**src/rtl/free_list_mp_pkg.sv**
```systemverilog
// Shared defaults and width helpers for the multi-port physical-register free list.
package free_list_mp_pkg;

    localparam int PHYS_REG_SZ = 64;
    localparam int N_AREGS     = 32;
    localparam int N_ALLOC     = 2;
    localparam int N_FREE      = 2;

    // Ring index width; a one-entry ring still gets a 1-bit pointer.
    function automatic int fl_ptr_w(input int depth);
        return (depth > 1) ? $clog2(depth) : 1;
    endfunction

    // Count width must hold the value DEPTH itself.
    function automatic int fl_cnt_w(input int depth);
        return $clog2(depth) + 1;
    endfunction

    function automatic int fl_tag_w(input int npregs);
        return (npregs > 1) ? $clog2(npregs) : 1;
    endfunction

endpackage

```
**src/rtl/free_list_mp_prefix_cnt.sv**
```systemverilog
// Prefix-contiguous enable filter: keeps lanes up to the first 0 and counts them.
module fl_prefix_cnt #(
    parameter int W  = 2,
    parameter int CW = $clog2(W + 1)
) (
    input  logic [W-1:0]  en,
    output logic [W-1:0]  mask,
    output logic [CW-1:0] cnt
);

    always_comb begin
        logic run;
        run  = 1'b1;
        mask = '0;
        cnt  = '0;
        for (int i = 0; i < W; i++) begin
            run     = run & en[i];
            mask[i] = run;
            cnt     = cnt + CW'(run);
        end
    end

endmodule

```
**src/rtl/free_list_mp.sv**
```systemverilog
// Circular-FIFO free list of physical tags with ALLOC_WIDTH allocate and FREE_WIDTH free lanes.
// Define FREE_LIST_RECOVER_EN to add recover_en/recover_head for mispredict rollback.
module free_list_mp
    import free_list_mp_pkg::*;
#(
    parameter int  NUM_PREGS   = PHYS_REG_SZ,
    parameter int  NUM_AREGS   = N_AREGS,
    parameter int  ALLOC_WIDTH = N_ALLOC,
    parameter int  FREE_WIDTH  = N_FREE,
    localparam int DEPTH       = NUM_PREGS - NUM_AREGS,
    localparam int TAG_W       = fl_tag_w(NUM_PREGS),
    localparam int PTR_W       = fl_ptr_w(DEPTH),
    localparam int CNT_W       = fl_cnt_w(DEPTH)
) (
    input  logic                                clk,
    input  logic                                reset,
`ifdef FREE_LIST_RECOVER_EN
    input  logic                                recover_en,
    input  logic [PTR_W-1:0]                    recover_head,
`endif
    input  logic [ALLOC_WIDTH-1:0]              alloc_en,
    output logic [ALLOC_WIDTH-1:0][TAG_W-1:0]   alloc_tag,
    output logic [ALLOC_WIDTH-1:0]              alloc_valid,
    input  logic [FREE_WIDTH-1:0]               free_en,
    input  logic [FREE_WIDTH-1:0][TAG_W-1:0]    free_tag,
    output logic [CNT_W-1:0]                    count,
    output logic                                empty,
    output logic                                full,
    output logic                                err,
    output logic [PTR_W-1:0]                    head_ptr
);

    localparam int SUM_W = CNT_W + 2;
    localparam int ACW   = $clog2(ALLOC_WIDTH + 1);
    localparam int FCW   = $clog2(FREE_WIDTH + 1);

    // Modulo-DEPTH advance by explicit compare-and-subtract; DEPTH need not be 2^n.
    function automatic logic [PTR_W-1:0] ptr_add(input logic [PTR_W-1:0] p,
                                                 input logic [SUM_W-1:0] n);
        logic [SUM_W-1:0] s;
        s = SUM_W'(p) + n;
        if (s >= SUM_W'(DEPTH)) s = s - SUM_W'(DEPTH);
        return PTR_W'(s);
    endfunction

    logic [TAG_W-1:0] ring_q [DEPTH];
    logic [TAG_W-1:0] ring_d [DEPTH];
    logic [PTR_W-1:0] head_q, head_d, tail_q, tail_d;
    logic [CNT_W-1:0] count_q, count_d;
    logic             err_q, err_d;

    logic [ALLOC_WIDTH-1:0] a_mask;
    logic [ACW-1:0]         a_cnt;
    logic [FREE_WIDTH-1:0]  f_mask;
    logic [FCW-1:0]         f_cnt;

    logic [CNT_W-1:0] a_req, f_req, n_a, n_f, room, rec_diff;
    logic             a_gap, f_gap, alloc_bad, free_bad;
    logic             rec_en;
    logic [PTR_W-1:0] rec_head;

`ifdef FREE_LIST_RECOVER_EN
    assign rec_en   = recover_en;
    assign rec_head = recover_head;
`else
    assign rec_en   = 1'b0;
    assign rec_head = '0;
`endif

    fl_prefix_cnt #(.W(ALLOC_WIDTH)) u_alloc_pfx (
        .en   (alloc_en),
        .mask (a_mask),
        .cnt  (a_cnt)
    );

    fl_prefix_cnt #(.W(FREE_WIDTH)) u_free_pfx (
        .en   (free_en),
        .mask (f_mask),
        .cnt  (f_cnt)
    );

    always_comb begin
        a_req     = CNT_W'(a_cnt);
        f_req     = CNT_W'(f_cnt);
        a_gap     = |(alloc_en & ~a_mask);
        f_gap     = |(free_en & ~f_mask);
        n_a       = '0;
        alloc_bad = 1'b0;
        // A rollback discards same-cycle allocations without flagging them.
        if (!rec_en) begin
            n_a       = (a_req > count_q) ? count_q : a_req;
            alloc_bad = a_gap || (a_req > count_q);
        end

        // Slots being allocated this edge may be refilled by the frees.
        room     = CNT_W'(DEPTH) - count_q + n_a;
        n_f      = (f_req > room) ? room : f_req;
        free_bad = f_gap || (f_req > room);

        ring_d = ring_q;
        for (int j = 0; j < FREE_WIDTH; j++) begin
            if (CNT_W'(j) < n_f) ring_d[ptr_add(tail_q, SUM_W'(j))] = free_tag[j];
        end

        tail_d   = ptr_add(tail_q, SUM_W'(n_f));
        head_d   = ptr_add(head_q, SUM_W'(n_a));
        count_d  = count_q - n_a + n_f;
        rec_diff = (tail_d >= rec_head) ? CNT_W'(tail_d - rec_head)
                                        : CNT_W'(DEPTH) - CNT_W'(rec_head - tail_d);
        if (rec_en) begin
            head_d  = rec_head;
            // head == tail is ambiguous; it means full unless the list was empty and stayed so.
            count_d = (rec_diff == '0 && (count_q != '0 || n_f != '0)) ? CNT_W'(DEPTH) : rec_diff;
        end

        err_d = err_q | alloc_bad | free_bad;
    end

    always_ff @(posedge clk) begin
        if (reset) begin
            for (int i = 0; i < DEPTH; i++) ring_q[i] <= TAG_W'(NUM_AREGS + i);
            head_q  <= '0;
            tail_q  <= '0;
            count_q <= CNT_W'(DEPTH);
            err_q   <= 1'b0;
        end else begin
            ring_q  <= ring_d;
            head_q  <= head_d;
            tail_q  <= tail_d;
            count_q <= count_d;
            err_q   <= err_d;
        end
    end

    always_comb begin
        for (int i = 0; i < ALLOC_WIDTH; i++) begin
            alloc_tag[i]   = ring_q[ptr_add(head_q, SUM_W'(i))];
            alloc_valid[i] = count_q > CNT_W'(i);
        end
    end

    assign count    = count_q;
    assign empty    = (count_q == '0);
    assign full     = (count_q == CNT_W'(DEPTH));
    assign err      = err_q;
    assign head_ptr = head_q;

endmodule

```
**config.mk**
```make
export PLATFORM = sky130hd
export DESIGN_NAME = free_list_mp
export DESIGN_NICKNAME = d
export VERILOG_FILES = /design/src/rtl/free_list_mp_pkg.sv /design/src/rtl/free_list_mp_prefix_cnt.sv /design/src/rtl/free_list_mp.sv
export SDC_FILE = /design/constraint.sdc
export NUM_CORES = 1
export LEC_CHECK = 0
export ABC_AREA = 1
export CAP_MARGIN = 15
export CELL_PAD_IN_SITES_DETAIL_PLACEMENT = 2
export CELL_PAD_IN_SITES_GLOBAL_PLACEMENT = 2
export CORE_AREA = 2 2 216 218
export CTS_CLUSTER_DIAMETER = 60
export DETAILED_ROUTE_END_ITERATION = 16
export DIE_AREA = 0 0 218 220
export GPL_TIMING_DRIVEN = 0
export PLACE_DENSITY_LB_ADDON = 0.1
export SYNTH_ARGS = -nofsm -noshare
export SYNTH_HDL_FRONTEND = slang
export SYNTH_SLANG_ARGS = --single-unit
```
**constraint.sdc**
```tcl
create_clock -name clk -period 6.5 [get_ports clk]
set_input_delay 1.3 -clock clk [delete_from_list [all_inputs] [get_ports clk]]
set_output_delay 1.3 -clock clk [all_outputs]
set_load 0.005 [all_outputs]
```
==> results of run 1 <==
## cells in the mapped netlist (3+ instances only)
| library cell | n |
|---|---|
| nand2_1 | 469 |
| o21ai_0 | 387 |
| nand3_1 | 385 |
| inv_1 | 341 |
| a21oi_1 | 285 |
| nor2_1 | 216 |
| dfxtp_1 | 209 |
| clkbuf_1 | 137 |
| buf_2 | 45 |
| ha_1 | 28 |
| o21ai_1 | 23 |
| a21boi_0 | 20 |
| o211ai_1 | 18 |
| a31oi_1 | 13 |
| buf_1 | 12 |
| nor2_2 | 12 |
| inv_2 | 10 |
| nor3_1 | 9 |
| fa_1 | 5 |
| clkinv_1 | 3 |
| nand2_2 | 3 |
| or2_2 | 3 |
| xor2_1 | 3 |
## power by group through the flow
stage               combinational (mW)  clock, mW  sequential, mW
detailed placement                3.15          0            1.55
floorplan                         1.62          0            1.50
global route                      3.57       2.12            1.55
global placement                  3.01          0            1.55
finish                            3.49       2.08            1.55
CTS                               3.20       2.07            1.53
## critical path, delay by kind of cell
family	cells	cell delay, ps
AND/OR/NAND/NOR	15	1560
buffers and inverters	10	1300
AO/OA/AOI/OAI	6	770
adder cells (fa/ha/maj)	6	2150
## flip-flops by register name, summed over array words and instances, names as in the netlist
signal,flops
err,1
tail_q,5
count,6
ring_q,192
head_ptr,5
## final cells by class
class	instances	area, um^2	share of cell area
antenna	6	15.01	0.0008268
timing repair buffer	58	646.9	0.03562
clock buffer	47	1013	0.05581
buffer	196	812.0	0.04472
multi-input combinational	1901	9185	0.5058
clock inverter	14	215.2	0.01185
tap	607	759.5	0.04182
sequential	209	4184	0.2304
inverter	354	1329	0.07317
## layer usage
layer	track usage	vias up	routed length, um
met5	0.01250	-	158
met4	0.3578	14	9636
met3	0.1028	481	11770
met2	0.7061	1386	49450
met1	0.5866	10900	45620
li1	-	8912	-
## timing repair
item | CTS | global route
hold endpoints to repair | 0 | 0
pin swaps | 0 | 4
resized for setup | 7 | 12
buffers inserted | 0 | 6
endpoints found under the setup margin | 9 | 4
## through the flow
| stage | hold WS [ps] | setup WS [ps] | cell area [um^2] |
|---|---|---|---|
| 2_1_floorplan | 506.5 | 619.4 | 15440 |
| 3_3_place_gp | 531.0 | -668.4 | 16590 |
| 3_5_place_dp | 551.8 | -975.8 | 16730 |
| 4_1_cts | 562.8 | 52.42 | 17980 |
| 5_1_grt | 631.2 | -414.5 | 18150 |
| 6_report | 580.9 | -123.7 | 18160 |
## kinds of logic (layout without fill, tap and decap cells)
kind of cell    after synthesis  after routing  synth area share
simple gates               1104           1104            0.3064
buf+inv                     550            669            0.1383
other cells                   2             15         0.0004871
compound gates              751            751            0.2519
flops                       209            209            0.2714
fa+ha+maj                    33             33           0.02922
xor+xnor                      4              4          0.002273
## how the worst max path moves through the flow
stage | startpoint | endpoint | slack [ps]
3_3_place_gp | alloc_en[0] | count[4] | -670
6_report | alloc_en[1] | count[5] | -120
4_1_cts | alloc_en[0] | count[5] | 50
5_1_grt | alloc_en[1] | count[5] | -410
2_1_floorplan | alloc_en[0] | count[4] | 620
3_5_place_dp | alloc_en[0] | count[5] | -980
==> impl_metrics.yaml, run 1 <==
pwr:
  power_frac_clock: 0.293
  powerDensity_nw_per_um2: 392.0
  peakVddDrop_mv: 0.2123
  power_frac_seq: 0.217
  total_power_mw: 7.119
  internal-power_mw: 3.562
  swShare: 0.4997
  p_comb_frac: 0.490
  switchingPower_mw: 3.557
  p_leak_nw: 8.710
global_routing:
  grt.total_usage: 0.4705
  grt_pass1_wl_um: 160000
  overflow: 0
  grt_max_degree: 12
  grt_pass1_vias: 22240
  antenna_found_initial: 14
logic_synthesis:
  yosysUniqueCellTypes: 36
  synth_area_um2: 15420
  synth-edff-count: 0
  ys_warn_count: 0
  syn_area_per_cell_um2: 5.811
  synth-main-ff-cell: "dfxtp_1"
  ys_ff_latch: 209
  synthTopCellsByArea: "dfxtp_1, o21ai_0, nand3_1, nand2_1, a21oi_1"
  syn_inst: 2653
  yosys.area.top_type: "dfxtp_1"
  synth-seq-area-share: 0.2714
  yosysTopAreaCellShare: 0.2714
  synth_async_sr_flop_share: 0
route:
  wl_per_cell_um: 34.39
  viasPerCell: 6.397
  drc_errors: 0
  wl_um: 116600
  num_vias: 21700
  dr.pass1.iters: 5
  drt_iter0_drc: 2734
  postRouteAntennaNets: 0
timing:
  post-route-period-util: 1.019
  min_period_ps: 6624
  clock_skew_ps: 23.42
  worst_slew_pin_slew_ps: 1427
  max_clock_freq_mhz: 151.0
  relSlewSlack: 0.04864
  maxSlewViolCount: 0
  setup_slack_ps: -123.7
  hold_viol: 0
  tns_ps: -152.2
  finalSetupViolCount: 2
worst_setup_path:
  cp_data_arrival_time_ps: 7060
  ff2ff_setup_slack_ps: 670
  crit_type: "primary input to register"
  cp-start-kind: "primary input"
  critical_path_required_ps: 6940
  path_common_cell: "inv_1"
  slowest_delay_ps: 490
  critPathSlowestCell: "fa_1"
  r2r_start: "count[1]"
  crit_path_end_kind: "register"
  crit_fanout: 4
  r2r_end: "count[5]"
  worstRegToRegCells: 35
cts:
  cts-htree-levels: 2
  hold_buffers: 0
  tritoncts: "done"
  cts_max_path_buffers: 3
  clock-sinks: 209
  clock_latency_ps: 560
  numCtsBuffers: 34
  path_clk_slew_ps: 60
  root_buffer: "clkbuf_16"
floorplanning:
  rows: 79
  dieArea_um2: 47960
  coreArea_um2: 45860
  fp.dieH_um: 220
  die_x_um: 218
  pin_count: 46
  initial_core_util: 0.3362
hold_path:
  hold_end: "ring_q[161]"
  hp-class: "register to register"
  holdCritStartpoint: "ring_q[161]"
  holdPathStages: 4
placement:
  port_buffers: 39
  gp_congestion: 1.036
  hpwl_um: 82860
  dpl.cell_count: 3314
layout:
  drive_above_1_share: 0.05901
  final_core_util: 0.3960
  num-fill-cells: 5792
  nets: 2805
  fin_cells: 3392
  mostFrequentLayoutCell: "nand2_1"
  syn_to_final_growth_pct: 17.79
  final_cell_mix: "nand2_1, o21ai_0, nand3_1, inv_1, a21oi_1"
job:
  max_cap_viol_count: 0
run_status:
  status: "finished, violations left"
  violations: "negative setup slack"
Power figures use the tool's default switching activity.
==> inputs of run 2 (changes only) <==
--- a/config.mk
+++ b/config.mk
@@ -14,6 +14,7 @@
 export DETAILED_ROUTE_END_ITERATION = 16
 export DIE_AREA = 0 0 218 220
 export GPL_TIMING_DRIVEN = 0
+export HOLD_SLACK_MARGIN = 0.08
 export PLACE_DENSITY_LB_ADDON = 0.1
 export SYNTH_ARGS = -nofsm -noshare
 export SYNTH_HDL_FRONTEND = slang
==> results of run 2 <==
Same layout as run 1: the final DEF is identical, and so are final timing and power.
